**config.mk**
```make
export PLATFORM = sky130hd
export DESIGN_NAME = i4004_pc_stack
export DESIGN_NICKNAME = d
export VERILOG_FILES = /design/src/rtl/i4004_pc_stack.sv
export SDC_FILE = /design/constraint.sdc
export NUM_CORES = 1
export LEC_CHECK = 0
export CORE_MARGIN = 5
export CORE_UTILIZATION = 58
export CTS_BUF_LIST = sky130_fd_sc_hd__clkbuf_4 sky130_fd_sc_hd__clkbuf_8
export CTS_CLUSTER_DIAMETER = 100
export CTS_CLUSTER_SIZE = 40
export DETAILED_ROUTE_END_ITERATION = 12
export HOLD_SLACK_MARGIN = 0.02
export PLACE_DENSITY = 0.93
export SYNTH_ARGS = -nofsm -noshare
export SYNTH_HDL_FRONTEND = slang
export SYNTH_SLANG_ARGS = --single-unit
export TNS_END_PERCENT = 1
```
**constraint.sdc**
```tcl
create_clock -name i_clk -period 5.66 [get_ports i_clk]
set_clock_uncertainty 0.05 [all_clocks]
set_input_delay 1.132 -clock i_clk [delete_from_list [all_inputs] [get_ports i_clk]]
set_output_delay 1.132 -clock i_clk [all_outputs]
set_load 0.005 [all_outputs]
```
**src/rtl/i4004_pc_stack.sv**
```systemverilog
// Program counter with a circular return-address stack and nibble-serial address output.
// Stack pointer wraps by explicit compare so any LEVELS >= 1 works.
module i4004_pc_stack #(
    parameter int unsigned NIBBLES = 3,
    parameter int unsigned LEVELS  = 3,
    localparam int unsigned ADDR_W  = 4 * NIBBLES,
    localparam int unsigned SEL_W   = (NIBBLES > 1) ? $clog2(NIBBLES) : 1,
    localparam int unsigned DEPTH_W = $clog2(LEVELS + 1)
) (
    input  logic               i_clk,
    input  logic               i_rst,
    input  logic               i_en,
    input  logic               i_op_valid,
    input  logic [2:0]         i_op,
    input  logic [ADDR_W-1:0]  i_load_addr,
    input  logic               i_nib_req,
    input  logic [SEL_W-1:0]   i_nib_sel,
    input  logic               i_err_clr,
    output logic [ADDR_W-1:0]  o_pc,
    output logic [3:0]         o_nib_out,
    output logic [DEPTH_W-1:0] o_depth,
    output logic               o_ovf,
    output logic               o_unf
);
    localparam int unsigned SP_W = (LEVELS > 1) ? $clog2(LEVELS) : 1;
    localparam logic [2:0] OP_INC   = 3'd1;
    localparam logic [2:0] OP_JUMP  = 3'd2;
    localparam logic [2:0] OP_JPAGE = 3'd3;
    localparam logic [2:0] OP_CALL  = 3'd4;
    localparam logic [2:0] OP_RET   = 3'd5;
    localparam logic [ADDR_W-1:0] PAGE_MASK = ADDR_W'(8'hFF);

    logic [ADDR_W-1:0]  r_pc;
    logic [ADDR_W-1:0]  r_stack [LEVELS];
    logic [SP_W-1:0]    r_sp;
    logic [DEPTH_W-1:0] r_depth;
    logic               r_ovf;
    logic               r_unf;
    logic [3:0]         r_nib;

    logic [ADDR_W-1:0]  w_pc_nxt;
    logic [SP_W-1:0]    w_sp_nxt;
    logic [SP_W-1:0]    w_sp_inc;
    logic [SP_W-1:0]    w_sp_dec;
    logic [DEPTH_W-1:0] w_depth_nxt;
    logic               w_push;
    logic               w_set_ovf;
    logic               w_set_unf;
    logic [ADDR_W-1:0]  w_nib_sh;
    logic [3:0]         w_nib;

    assign w_sp_inc = (r_sp == SP_W'(LEVELS - 1)) ? '0 : r_sp + SP_W'(1);
    assign w_sp_dec = (r_sp == '0) ? SP_W'(LEVELS - 1) : r_sp - SP_W'(1);

    // Op decode: next pc, stack pointer, depth and error events
    always_comb begin
        w_pc_nxt    = r_pc;
        w_sp_nxt    = r_sp;
        w_depth_nxt = r_depth;
        w_push      = 1'b0;
        w_set_ovf   = 1'b0;
        w_set_unf   = 1'b0;
        if (i_op_valid) begin
            case (i_op)
                OP_INC:   w_pc_nxt = r_pc + ADDR_W'(1);
                OP_JUMP:  w_pc_nxt = i_load_addr;
                OP_JPAGE: w_pc_nxt = (r_pc & ~PAGE_MASK) | (i_load_addr & PAGE_MASK);
                OP_CALL: begin
                    w_push   = 1'b1;
                    w_sp_nxt = w_sp_inc;
                    w_pc_nxt = i_load_addr;
                    if (r_depth < DEPTH_W'(LEVELS)) w_depth_nxt = r_depth + DEPTH_W'(1);
                    else                            w_set_ovf   = 1'b1;
                end
                OP_RET: begin
                    w_sp_nxt = w_sp_dec;
                    w_pc_nxt = r_stack[w_sp_dec];
                    if (r_depth != '0) w_depth_nxt = r_depth - DEPTH_W'(1);
                    else               w_set_unf   = 1'b1;
                end
                default: ;
            endcase
        end
    end

    // Nibble select from the pre-op pc; out-of-range index yields zero
    assign w_nib_sh = r_pc >> {i_nib_sel, 2'b00};
    always_comb begin
        w_nib = w_nib_sh[3:0];
        if (32'(i_nib_sel) >= NIBBLES) w_nib = 4'h0;
    end

    always_ff @(posedge i_clk or posedge i_rst) begin
        if (i_rst) begin
            r_pc    <= '0;
            r_stack <= '{default: '0};
            r_sp    <= '0;
            r_depth <= '0;
            r_ovf   <= 1'b0;
            r_unf   <= 1'b0;
            r_nib   <= 4'h0;
        end else if (i_en) begin
            r_pc    <= w_pc_nxt;
            r_sp    <= w_sp_nxt;
            r_depth <= w_depth_nxt;
            if (w_push) r_stack[r_sp] <= r_pc;
            r_ovf   <= (r_ovf & ~i_err_clr) | w_set_ovf;
            r_unf   <= (r_unf & ~i_err_clr) | w_set_unf;
            if (i_nib_req) r_nib <= w_nib;
        end
    end

    assign o_pc      = r_pc;
    assign o_nib_out = r_nib;
    assign o_depth   = r_depth;
    assign o_ovf     = r_ovf;
    assign o_unf     = r_unf;

endmodule

```
==> metrics.md <==
| Metric | Value |
|---|---|
| Largest family of logic cells by synthesized area | multiplexers |
| Post-synthesis area per instance | 10.1 µm² |
| Fin crit share | 55.9% |
| Xor and xnor area share after synthesis | 0% |
| Syn. warnings | 0 |
| Vias/cell | approximately 6.5 |
| Sink Count | 58 |
| Power Density | around 360 nW/µm² |
| Final Slew Violations | 0 |
| CP endpoint kind | flop |
| Clk_lat worst skew | 0.34 ns |
| Cells after Synth | 316 |
| Hold Crit Endpoint | o_nib_out[3]$_DFFE_PP0P_ |
| Post-synthesis mux area share | between 10% and 20% |
| P_leak | around 1.7 nW |
| Min-Delay Path Depth | 2 |
| Final #Nets | 375 |
| CTS root buffer | clkbuf_8 |
| Final wirelength | around 8.3 mm |
| Post-synthesis simple-gate area fraction | 12.3% |
| Die width | 84.2 µm |
| Cts repair resizes | 0 |
| Sequential share of power | 44.2% |
| Max Buffers Root-to-Sink | 2 |
| Crit path time final | 3.16 ns |
| Min-Delay Path Class | flop to flop |
| Slew HR | 29.2% |
| Final TNS setup | 0 ns |
| Power Internal | 0.935 mW |
| GPL Wtd Cong | 0.953 |
| Clock network power share | 29.1% |
| Initial Util | 58.7% |
| Post-synth ARST share | 100% |
| Flop2flop setup slack | 2.64 ns |
| Finished Layout Cells | 424 |
| Initial antenna violation count | 0 |
| Area Overhead vs Synth | 19.7% |
| Full die area | 7090 µm² |
| Vias in the first global route | 2,675 |
| Status | completed |
| Max Cap Viol | 0 |
| Startpoint types | input pin |
| GRT Util Overall | 24.5% |
| DR iter-0 viols | 330 |
| GR Overflow Total | 0 |
| Worst reg2reg path startpoint | r_sp[1]$_DFFE_PP0P_ |
| Port bufs | 42 |
| Seq cells post-synth | 58 |
| Commonest non-fill, non-tap cell in the layout | dfrtp_1 |
| CTS H-tree lvls | 3 |
| Critical path arrival | 3.34 ns |
| Post-route ant nets | 0 |
| First-pass GRT wire length | 13.7 mm |
| Router iterations before antenna repair | 5 |
| Sequential element share of the synthesized area | approximately 45% |
| Post-CTS Hold Buffers | 0 |
| Main flop type after synthesis | dfrtp_1 |
| Fin. Hold Viols | 0 |
| Post-Syn Area | roughly 3200 µm² |
| Complex-gate fraction of the synthesized area | between 10% and 20% |
| I/O Pins | 43 |
| Mapped Nets | 344 |
| Critical path class | input pin to flop |
| Commonest non-fill, non-tap cells in the layout | dfrtp_1, clkdlybuf4s50_1, mux2_1, nand2_1, o21ai_0 |
| Placed Cells incl. Taps | 408 |
| Sw Ratio | ~32% |
| Share of the synthesized area in the top cell type | 45.4% |
| Reg clk slew, reported paths | ~0.06 ns |
| Comb pwr share | 26.7% |
| Wire per inst | 19.5 µm |
| Post-synth EDFFs | 0 |
| Setup bufs post-CTS | 0 |
| Final setup violation count | 0 |
| Die Ht | 84.2 µm |
| Layout cell share with drive strength beyond 1 | between 10% and 20% |
| Maximum net fanout on the critical path | 14 |
| DR vias | 2,755 |
| Antenna diode count | 0 |
| Slew of the pin with the lowest slew margin | 1.06 ns |
| Reg2Reg Depth | 7 |
| Ranking of synthesized cells by area | dfrtp_1, mux2_1, mux2_2 |
| Detailed Place HPWL | 5.47 mm |
| Max IR drop VDD | 0.000212 V |
| Psw | 0.448 mW |
| CTS Buf Count | 9 |
| Largest net degree at the start of global routing | 59 |
| Number of distinct library cells after synthesis | 44 |
| CTS tree | built |
| DR DRC count | 0 |
| Reg2Reg Capture Point | o_pc[3]$_DFFE_PP0P_ |
| Core Area | 5440 µm² |
| Hold path start | o_nib_out[3]$_DFFE_PP0P_ |
| CP Data Required Time | 5.84 ns |
| Unrepaired setup endpoints after global routing | no |
| Max Clock Freq | 316 MHz |
| Post-synth top area cell | dfrtp_1 |
| Fraction of the mapped netlist area in adder cells | 1.96% |
| Fin Hold WS | 0.428 ns |
| # rows | 27 |
[through the flow]
| stage | total power [mW] | util, % | setup WS [ns] | instance area, µm² |
|---|---|---|---|---|
| 2_1_floorplan | 0.822 | - | 3.05 | 3190 |
| 3_3_place_gp | 0.952 | 66.5 | 2.34 | 3620 |
| 3_5_place_dp | 0.977 | 66.5 | 2.22 | 3620 |
| 4_1_cts | 1.38 | 70.3 | 2.58 | 3820 |
| 5_1_grt | 1.45 | 70.3 | 2.40 | 3820 |
| 6_report | 1.38 | 70.3 | 2.50 | 3820 |
[layer usage]
| metal | vias up | part of all wire (%) | global-route usage [%] |
|---|---|---|---|
| met4 | 0 | 3.1 | 11.1 |
| met1 | 1351 | 44 | 34.0 |
| met2 | 146 | 45 | 36.6 |
| met5 | - | 0 | 0 |
| met3 | 28 | 8.0 | 5.69 |
| li1 | 1230 | - | - |
[power by group through the flow]
stage               Clock [mW]  Combinational, mW  Sequential (mW)
finish                   0.402              0.370            0.611
CTS                      0.407              0.368            0.607
global route             0.421              0.405            0.623
floorplan                    0              0.257            0.565
detailed placement           0              0.364            0.614
global placement             0              0.349            0.603
[cell families after synthesis]
logic type | count (synthesis)
compound gates | 90
simple gates | 79
flops | 58
mux | 53
buf+inv | 31
fa+ha+maj | 5
[worst max-delay path by stage]
stage	startpoint	endpoint	slack, ns	cells after the start
2_1_floorplan	i_rst	o_depth[0]$_DFFE_PP0P_	3.05	1
3_3_place_gp	i_op[1]	o_depth[0]$_DFFE_PP0P_	2.34	5
3_5_place_dp	i_op[1]	o_depth[0]$_DFFE_PP0P_	2.22	5
4_1_cts	i_op[1]	o_depth[0]$_DFFE_PP0P_	2.58	5
5_1_grt	i_op[1]	r_sp[1]$_DFFE_PP0P_	2.40	6
6_report	i_op[1]	o_depth[0]$_DFFE_PP0P_	2.50	5
[synthesized netlist by cell type (2+ instances only)]
cell type	n
o211ai_1	3
and3_1	3
o31ai_1	4
a221o_1	2
nand2_1	26
mux2_1	32
o21ai_0	18
o21ai_1	11
nor3_1	5
dfrtp_1	58
o2bb2ai_1	2
buf_2	11
nand3_1	7
a211oi_1	4
mux2_2	12
nor2_1	17
a31oi_1	5
inv_1	7
mux2i_1	9
o22ai_1	5
ha_1	5
nor2b_1	3
nand2b_1	2
nor4_1	3
nand2b_2	2
clkbuf_1	13
a221oi_1	2
nand2_2	4
a21oi_1	16
a22oi_1	11
[registers in the layout, summed over array words and instances, names as in the netlist]
name,count
o_nib_out,4
o_pc,12
o_depth,2
r_sp,2
o_ovf,1
o_unf,1
r_stack,36
[critical path, cell delays in order]
cell	delay, ns
clkdlybuf4s50_1	0.77
nor3_1	0.14
a211oi_2	0.61
nand2_2	0.27
a221o_1	0.40
[final cells by class]
type                       count  area, µm²
fill                         397       1610
inverter                       7       26.3
tap                           72       90.1
sequential                    58       1450
timing repair buffer          44        435
clock buffer                  14        174
multi-input combinational    227       1610
clock inverter                 2       35.0
Note: power is estimated with default switching activity, not from simulation.
